### src/rtl/bfs_dc_resp_if.sv
// Request/response and memory-port signals between bfs_core, bfs_dc_resp and the L2 port.
// slave: the responder; master: the core plus memory side around it.
interface bfs_dc_resp_if;
  logic        bfs_dc_req;
  logic [31:0] bfs_dc_addr;
  logic        dc_ready;
  logic        dc_rbuf_empty;
  logic        dc_valid;
  logic [63:0] dc_rdata;
  logic        mem_req;
  logic [31:0] mem_addr;
  logic        mem_ready;
  logic        mem_valid;
  logic [63:0] mem_rdata;

  modport slave (
    input  bfs_dc_req, bfs_dc_addr, mem_ready, mem_valid, mem_rdata,
    output dc_ready, dc_rbuf_empty, dc_valid, dc_rdata, mem_req, mem_addr
  );

  modport master (
    output bfs_dc_req, bfs_dc_addr, mem_ready, mem_valid, mem_rdata,
    input  dc_ready, dc_rbuf_empty, dc_valid, dc_rdata, mem_req, mem_addr
  );
endinterface

### src/rtl/bfs_dc_resp.sv
// BFS data-cache responder: queues read requests, fetches one line per request and replays it
// as a gap-free BEATS-cycle frame. Define BFS_DC_RESP_STATS_EN to add request/stall counters.
module bfs_dc_resp #(
  parameter int unsigned QDEPTH = 4,
  parameter int unsigned BEATS  = 8
) (
  input  logic         clk,
  input  logic         rst,
  bfs_dc_resp_if.slave bus
`ifdef BFS_DC_RESP_STATS_EN
  ,
  output logic [31:0]  stat_reqs,
  output logic [31:0]  stat_stalls
`endif
);

  localparam int unsigned    AW        = $clog2(QDEPTH);
  localparam int unsigned    BW        = $clog2(BEATS);
  localparam logic [AW:0]    FULL_CNT  = (AW+1)'(QDEPTH);
  localparam logic [BW-1:0]  LAST_BEAT = BW'(BEATS - 1);

  typedef enum logic [1:0] {
    IDLE,
    MREQ,
    FILL,
    DRAIN
  } state_t;

  state_t state_q, state_d;

  // Request FIFO
  logic [31:0]   fifo_mem [QDEPTH];
  logic [AW-1:0] wptr, rptr;
  logic [AW:0]   count;
  logic          full, empty, push, pop;
  logic [31:0]   head;

  // Line buffer
  logic [63:0]   line [BEATS];
  logic [BW-1:0] wcnt, rcnt;

  // Readiness depends on occupancy alone, so a pop never opens a slot in the same cycle.
  assign full  = (count == FULL_CNT);
  assign empty = (count == '0);
  assign push  = bus.bfs_dc_req & ~full;
  assign head  = fifo_mem[rptr];

  assign bus.dc_ready      = ~full;
  assign bus.dc_rbuf_empty = (state_q == IDLE) & empty;

  always_ff @(posedge clk) begin
    if (rst) begin
      wptr  <= '0;
      rptr  <= '0;
      count <= '0;
    end else begin
      if (push) wptr <= wptr + AW'(1);
      if (pop)  rptr <= rptr + AW'(1);
      case ({push, pop})
        2'b10:   count <= count + (AW+1)'(1);
        2'b01:   count <= count - (AW+1)'(1);
        default: count <= count;
      endcase
    end
  end

  always_ff @(posedge clk) begin
    if (push) fifo_mem[wptr] <= bus.bfs_dc_addr;
  end

  always_comb begin
    state_d      = state_q;
    pop          = 1'b0;
    bus.mem_req  = 1'b0;
    bus.mem_addr = '0;
    bus.dc_valid = 1'b0;
    bus.dc_rdata = '0;
    case (state_q)
      IDLE: begin
        if (!empty) state_d = MREQ;
      end
      MREQ: begin
        bus.mem_req  = 1'b1;
        bus.mem_addr = head & 32'hFFFF_FFF8;
        if (bus.mem_ready) begin
          pop     = 1'b1;
          state_d = FILL;
        end
      end
      FILL: begin
        if (bus.mem_valid && (wcnt == LAST_BEAT)) state_d = DRAIN;
      end
      DRAIN: begin
        bus.dc_valid = 1'b1;
        bus.dc_rdata = line[rcnt];
        if (rcnt == LAST_BEAT) state_d = empty ? IDLE : MREQ;
      end
      default: state_d = IDLE;
    endcase
  end

  always_ff @(posedge clk) begin
    if (rst) begin
      state_q <= IDLE;
      wcnt    <= '0;
      rcnt    <= '0;
    end else begin
      state_q <= state_d;
      if (state_q == MREQ && bus.mem_ready)
        wcnt <= '0;
      else if (state_q == FILL && bus.mem_valid)
        wcnt <= wcnt + BW'(1);
      if (state_q == DRAIN)
        rcnt <= (rcnt == LAST_BEAT) ? '0 : rcnt + BW'(1);
    end
  end

  // Beats arriving outside FILL are dropped here.
  always_ff @(posedge clk) begin
    if (state_q == FILL && bus.mem_valid) line[wcnt] <= bus.mem_rdata;
  end

`ifdef BFS_DC_RESP_STATS_EN
  always_ff @(posedge clk) begin
    if (rst) begin
      stat_reqs   <= '0;
      stat_stalls <= '0;
    end else begin
      if (push) stat_reqs <= stat_reqs + 32'd1;
      if (state_q == MREQ && !bus.mem_ready) stat_stalls <= stat_stalls + 32'd1;
    end
  end
`endif

endmodule
### src/flat_wrapper.sv
// flat-port wrapper written by rule: the top's interface ports become plain ports
module bfs_dc_resp_flat 
#(
  parameter int unsigned QDEPTH = 4,
  parameter int unsigned BEATS  = 8
)
  (clk, rst, bus_bfs_dc_req, bus_bfs_dc_addr, bus_mem_ready, bus_mem_valid, bus_mem_rdata, bus_dc_ready, bus_dc_rbuf_empty, bus_dc_valid, bus_dc_rdata, bus_mem_req, bus_mem_addr);
  bfs_dc_resp_if bus_i ();
  input  logic clk;
  input  logic rst;
  input wire logic [$bits(bus_i.bfs_dc_req)-1:0] bus_bfs_dc_req;
  input wire logic [$bits(bus_i.bfs_dc_addr)-1:0] bus_bfs_dc_addr;
  input wire logic [$bits(bus_i.mem_ready)-1:0] bus_mem_ready;
  input wire logic [$bits(bus_i.mem_valid)-1:0] bus_mem_valid;
  input wire logic [$bits(bus_i.mem_rdata)-1:0] bus_mem_rdata;
  output wire logic [$bits(bus_i.dc_ready)-1:0] bus_dc_ready;
  output wire logic [$bits(bus_i.dc_rbuf_empty)-1:0] bus_dc_rbuf_empty;
  output wire logic [$bits(bus_i.dc_valid)-1:0] bus_dc_valid;
  output wire logic [$bits(bus_i.dc_rdata)-1:0] bus_dc_rdata;
  output wire logic [$bits(bus_i.mem_req)-1:0] bus_mem_req;
  output wire logic [$bits(bus_i.mem_addr)-1:0] bus_mem_addr;
  assign bus_i.bfs_dc_req = bus_bfs_dc_req;
  assign bus_i.bfs_dc_addr = bus_bfs_dc_addr;
  assign bus_i.mem_ready = bus_mem_ready;
  assign bus_i.mem_valid = bus_mem_valid;
  assign bus_i.mem_rdata = bus_mem_rdata;
  assign bus_dc_ready = bus_i.dc_ready;
  assign bus_dc_rbuf_empty = bus_i.dc_rbuf_empty;
  assign bus_dc_valid = bus_i.dc_valid;
  assign bus_dc_rdata = bus_i.dc_rdata;
  assign bus_mem_req = bus_i.mem_req;
  assign bus_mem_addr = bus_i.mem_addr;
  bfs_dc_resp #(.QDEPTH(QDEPTH), .BEATS(BEATS)) u_core (.clk(clk), .rst(rst), .bus(bus_i));
endmodule
### config.mk
export PLATFORM = sky130hd
export DESIGN_NAME = bfs_dc_resp_flat
export DESIGN_NICKNAME = d
export VERILOG_FILES = /design/src/rtl/bfs_dc_resp_if.sv /design/src/rtl/bfs_dc_resp.sv /design/src/flat_wrapper.sv
export SDC_FILE = /design/constraint.sdc
export NUM_CORES = 1
export LEC_CHECK = 0
export CORE_MARGIN = 2
export CORE_UTILIZATION = 56
export CTS_CLUSTER_SIZE = 25
export DETAILED_ROUTE_END_ITERATION = 16
export HOLD_SLACK_MARGIN = 0.05
export PLACE_DENSITY = 0.77
export SYNTH_ARGS = -nofsm -noshare
export SYNTH_HDL_FRONTEND = slang
export SYNTH_SLANG_ARGS = --single-unit
### constraint.sdc
create_clock -name clk -period 7.5 [get_ports clk]
set_clock_uncertainty 0.2 [all_clocks]
set_input_delay 1.125 -clock clk [delete_from_list [all_inputs] [get_ports clk]]
set_output_delay 1.125 -clock clk [all_outputs]
set_load 0.02 [all_outputs]
## Yosys cells after proc, flatten, opt, wreduce, memory -nomap -nowiden

Memories as Yosys holds them, arrays and structs flattened. A register that Yosys moved wholly into a read port is not among the register bits.
Cells that the tools add are included.

| word-level totals | value |
|---|---|
| bits of input ports | 101 |
| memories | 2 |
| bits in registers | 15 |
| bits in writable memories | 640 |
| output and inout bits | 100 |
| logic and storage cells | 59 |

Memories:

| memory | words | bits a word | read ports | clocked after Yosys merged registers in | wr ports | line | source |
|---|---|---|---|---|---|---|---|
| u_core.line | 8 | 64 | 1 | 1 | 1 | bfs_dc_resp.sv:39 | `logic [63:0] line [BEATS];` |
| u_core.fifo_mem | 4 | 32 | 1 | 1 | 1 | bfs_dc_resp.sv:32 | `logic [31:0] fifo_mem [QDEPTH];` |

| cells by class | value |
|---|---|
| eq/ne operators | 12 |
| add/subtract/negate cells | 6 |
| multiplexer cells | 22 |
| reduce and logical (&&, ||, !) cells | 8 |
| bitwise operators | 3 |

Operators with widths:

| kind | count |
|---|---|
| 64-bit two-way mux | 1 |
| 32-bit two-way mux | 1 |
| 2-bit two-way mux | 6 |
| 3-bit by 1-bit adder with 3-bit output (second input constant) | 3 |
| 3-bit == test (second input constant) | 3 |
| 1-bit two-way mux | 9 |
| 3-bit two-way mux | 3 |
| 2-bit one-hot mux with 4 select lines | 1 |
| 2-bit == test (second input constant) | 3 |
| 3-bit one-hot mux with 2 select lines | 1 |
| 2-bit by 1-bit adder with 2-bit output (second input constant) | 2 |
| 2-bit by 1-bit == test with 1-bit output (second input constant) | 2 |
| 2-bit by 1-bit inequality test with 1-bit output (second input constant) | 2 |
| 2-bit inequality test (second input constant) | 2 |
| 4-bit AND reduction | 1 |
| 1-bit logical AND | 3 |
| 3-bit zero test | 1 |
| 3-bit by 1-bit subtractor with 3-bit output (second input constant) | 1 |
| 1-bit bitwise AND | 2 |
| 2-bit zero test | 1 |
| 2-bit nonzero test | 1 |
| 2-bit OR reduction | 1 |
| 1-bit NOT | 1 |

## Longest topological paths before layout

| depth | value |
|---|---|
| word-level depth | 5 |
| gate-level depth with buffers | 9 |
| mapped depth without buffers | 9 |

## Worst setup path after synthesis

OpenSTA, ideal clock, no wires.

| path | value |
|---|---|
| kind | input -> register |
| from | in bus_mem_valid |
| to | mem u_core.line[0][0] (enable) |
| cell stages on the path | 3 |
| arrival | 5886 ps |
| setup time | 565 ps |
| path buffers | 0 |
| setup slack | 849 ps |
| required time | 6735 ps |
| cell sequence | nand2_1 > or2_2 > nor3_1 |

| on the way | value |
|---|---|
| word-level cells in the longest chain between the ends | 3 |

Ends and longest elaborated chain:

| what | line | source |
|---|---|---|
| start, declared | flat_wrapper.sv:14 | `input wire logic [$bits(bus_i.mem_valid)-1:0] bus_mem_valid;` |
| 1-bit logical AND | bfs_dc_resp.sv:120 | `if (state_q == FILL && bus.mem_valid) line[wcnt] <= bus.mem_rdata;` |
| 1-bit two-way mux | bfs_dc_resp.sv:120 |  |
| 1-bit two-way mux (implied by the code) | bfs_dc_resp.sv:120 |  |
| end, declared | bfs_dc_resp.sv:39 |  |

Every way passes these cells.

## Worst setup path after layout

| path | value |
|---|---|
| from | reg u_core.state_q[1] |
| to | out bus_dc_rdata[13] |

| on the way | value |
|---|---|
| word-level cells in the longest chain between the ends | 2 |

Ends and longest elaborated chain:

| what | line | source |
|---|---|---|
| start, declared | bfs_dc_resp.sv:29 | `state_t state_q, state_d;` |
| start signal, assigned | bfs_dc_resp.sv:108 | `state_q <= state_d;` |
| 2-bit == test | bfs_dc_resp.sv:78 | `case (state_q)` |
| 64-bit two-way mux | bfs_dc_resp.sv:78 |  |
| end, declared | flat_wrapper.sv:19 | `output wire logic [$bits(bus_i.dc_rdata)-1:0] bus_dc_rdata;` |

Every way passes these cells.

==> key figures <==
Run status
  – Status: finished clean

Clock tree
  – CTS Buffer Depth: 3
  – Clk slew on worst S/H paths: approximately 0.06 ns
  – CTS H-tree lvls: 3
  – Hold-fix buffers, CTS: 0
  – Post-CTS setup buffers: 0
  – Post-cts sizing count: 0
  – TritonCTS buffer count: 66
  – CTS tree: done
  – CTS root buffer: clkbuf_16
  – Latest clock arrival within the worst-skew pair: 0.58 ns
  – TritonCTS Sinks: 648

Die
  – Die area: 45500 um^2
  – DIE WIDTH: 213 um
  – Core Rows: 76
  – Die Ht: 213 um
  – I/O pin cnt: between 200 and 250
  – Core Region: 43200 um^2
  – Starting Density: 56.8%

Detailed routing
  – DR iter-0 viols: 1099
  – DR vias/cell: 5.95
  – Via Count: 11354
  – Average wire per cell in the routed design: 25.2 um
  – Overall routed net length: about 48000 um
  – Router iterations before antenna repair: 5
  – Antenna viol nets, final: 0
  – Number of remaining DRC errors: 0

Worst setup path
  – Crit Path Category: register to output pin
  – Worst EP arrival: 3.73 ns
  – Crit-path cells: ha_1 -> inv_1 -> nor2_4 -> buf_4 -> a22o_1 -> clkdlybuf4s50_1
  – Startpoint types: register
  – CP Max Fanout: 40
  – Crit path largest cell delay: 0.68 ns
  – Slowest CP cell: nor2_4
  – CP Capture Type: output pin
  – WP data required: roughly 6 ns

Power
  – Logic pwr share: 11.4%
  – Power Density: 282 nW/um^2
  – Sw power: 1.81 mW
  – Int Pwr: 6.43 mW
  – Leakage power total: 9.06 nW
  – Clock share of power: a little under two fifths
  – Sequential Power Share: 50.3%
  – Peak supply drop: about 0.00022 V
  – Sw Ratio: 22.0%

Synth
  – #FFs+latches synth: 648
  – Post-synth top area share: 76.9%
  – Synth unique cells: 35
  – Syn Std Cell Area: 24500 um^2
  – Yosys warnings: 0
  – Cells after Synth: 1049
  – Synth top area cells: edfxtp_1 77%, mux4_2 14%, a22o_1 2.3%
  – Area leader, netlist: edfxtp_1
  – Sequential element share of the synthesized area: 78.6%
  – Syn_area_per_cell: 23.4 um^2

Finish
  – Commonest non-fill, non-tap cell in the layout: edfxtp_1
  – Nets: approximately 1400
  – Most frequent cells in the layout: 628 x edfxtp_1, 194 x clkdlybuf4s50_1, 157 x mux4_2, 69 x clkbuf_16, 64 x a22o_1
  – Share of layout cells above drive strength 1: 21.7%
  – Cell area after layout: approximately 29000 um^2
  – Syn-to-layout area delta: 19.0%

Timing
  – Tmin final: 5.05 ns
  – Final worst-path cycle share: 67.3%
  – Relative slew slack: 23.2%
  – Final hold slack: between 0.2 and 0.3 ns
  – Setup WS post-layout: 2.45 ns
  – Fmax: 0.198 GHz
  – RSZ-0062 raised after global routing: false
  – Setup TNS: 0 ns
  – Final Setup Violations: 0
  – Worst-margin pin slew: 1.15 ns
  – Final Max Slew Viols: 0
  – Final Hold Fails: 0

GRT
  – Global route total overflow: 0
  – Vias in the first global route: around 12000
  – First-pass GRT wire length: 71600 um
  – GRT Util Overall: 21.6%
  – Largest net degree at the start of global routing: 81
  – Initial antenna violation count: 1

Placement
  – GPL Wtd Cong: 0.730
  – Port bufs: 194
  – Place WS: about 3.0 ns
  – Dpl hpwl: 25200 um
  – Post-DP Area: 27100 um^2

Min path
  – Hold Crit Class: register to register

Job
  – Max-capacitance violation count: 0
## synth_stat cells (all sizes together)
cell type and n:
nor3 2, mux2i 3, clkbuf 23, nor2b 2, a22o 64, nand3 3, nand2 10, conb 1
ha 14, or2 2, nor2 20, dfxtp 20, inv 9, or3 1, or3b 2, nand2b 2
nor4b 1, xnor2 2, a211o 1, a2111oi 1, edfxtp 628, and3 4, o31ai 1, fa 1
and2 32, xor2 4, a21oi 7, o21ai 1, buf 31, mux4 157
## layout make-up
type / instances / area (um^2)
flip-flops and latches: 648 / 19300
fillers: 2700 / 14000
multi-input cells: 340 / 4980
repair buffers: 210 / 2090
clock buffers: 82 / 1810
well taps: 585 / 732
clock inverters: 32 / 277
inverters: 9 / 33.8
diodes: 1 / 2.50
## state kept, by name (all words and copies together), names as in the netlist, named ones only
name,cells
u_core.state_q,2
u_core.fifo_mem,116
u_core.wptr,2
u_core.line,512
u_core.count,3
u_core.wcnt,3
u_core.rcnt,3
u_core.rptr,2
## layer usage
metal | routed length [um] | track usage (%)
met3 | 2870 | 4.31
met5 | 14 | 0
met1 | 19800 | 29.4
met4 | 1070 | 7.35
met2 | 24300 | 35.7
## through the flow
step,utilization [%],power (mW),instances
global route,67.6,8.50,1906
floorplan,-,4.81,1051
global placement,62.8,5.14,1792
CTS,67.6,8.31,1906
finish,67.6,8.23,1907
detailed placement,62.8,5.17,1792
## worst max-delay path: cells and delay by family (launching register included)
kind	cells	cell delay (ns)
simple gates	1	0.68
compound gates	1	0.24
buf+inv	3	1.44
fa+ha+maj	1	0.33
flops	1	0.40
## path summary, 6_finish.rpt
check,startpoint,endpoint,slack (ns),cells past startpoint
hold / removal,u_core.wcnt[2],u_core.wcnt[2],0.29,2
setup reg to reg,u_core.state_q[0],u_core.line[2][45],3.98,6
setup / recovery,u_core.state_q[1],bus_dc_rdata[13],2.45,6
hold reg to reg,u_core.wcnt[2],u_core.wcnt[2],0.29,2
## logic make-up (layout without fill, tap and decap cells)
logic type	Yosys count	count (layout)	share of synthesized area (%)
AO/OA/AOI/OAI	75	75	2.63
flip-flops	648	648	78.6
other	1	4	0.0153
buffers and inverters	63	333	1.44
adder cells (fa/ha/maj)	15	15	0.796
multiplexers	160	160	14.5
XOR/XNOR	6	6	0.214
AND/OR/NAND/NOR	81	81	1.80
## power groups by stage
stage | registers [mW] | clock network (mW) | logic (mW)
floorplan | 4.21 | 0 | 0.603
global placement | 4.21 | 0 | 0.936
detailed placement | 4.22 | 0 | 0.952
CTS | 4.14 | 3.21 | 0.958
global route | 4.15 | 3.35 | 1.01
finish | 4.14 | 3.15 | 0.940
No activity file was read; power rests on OpenSTA's default activity.
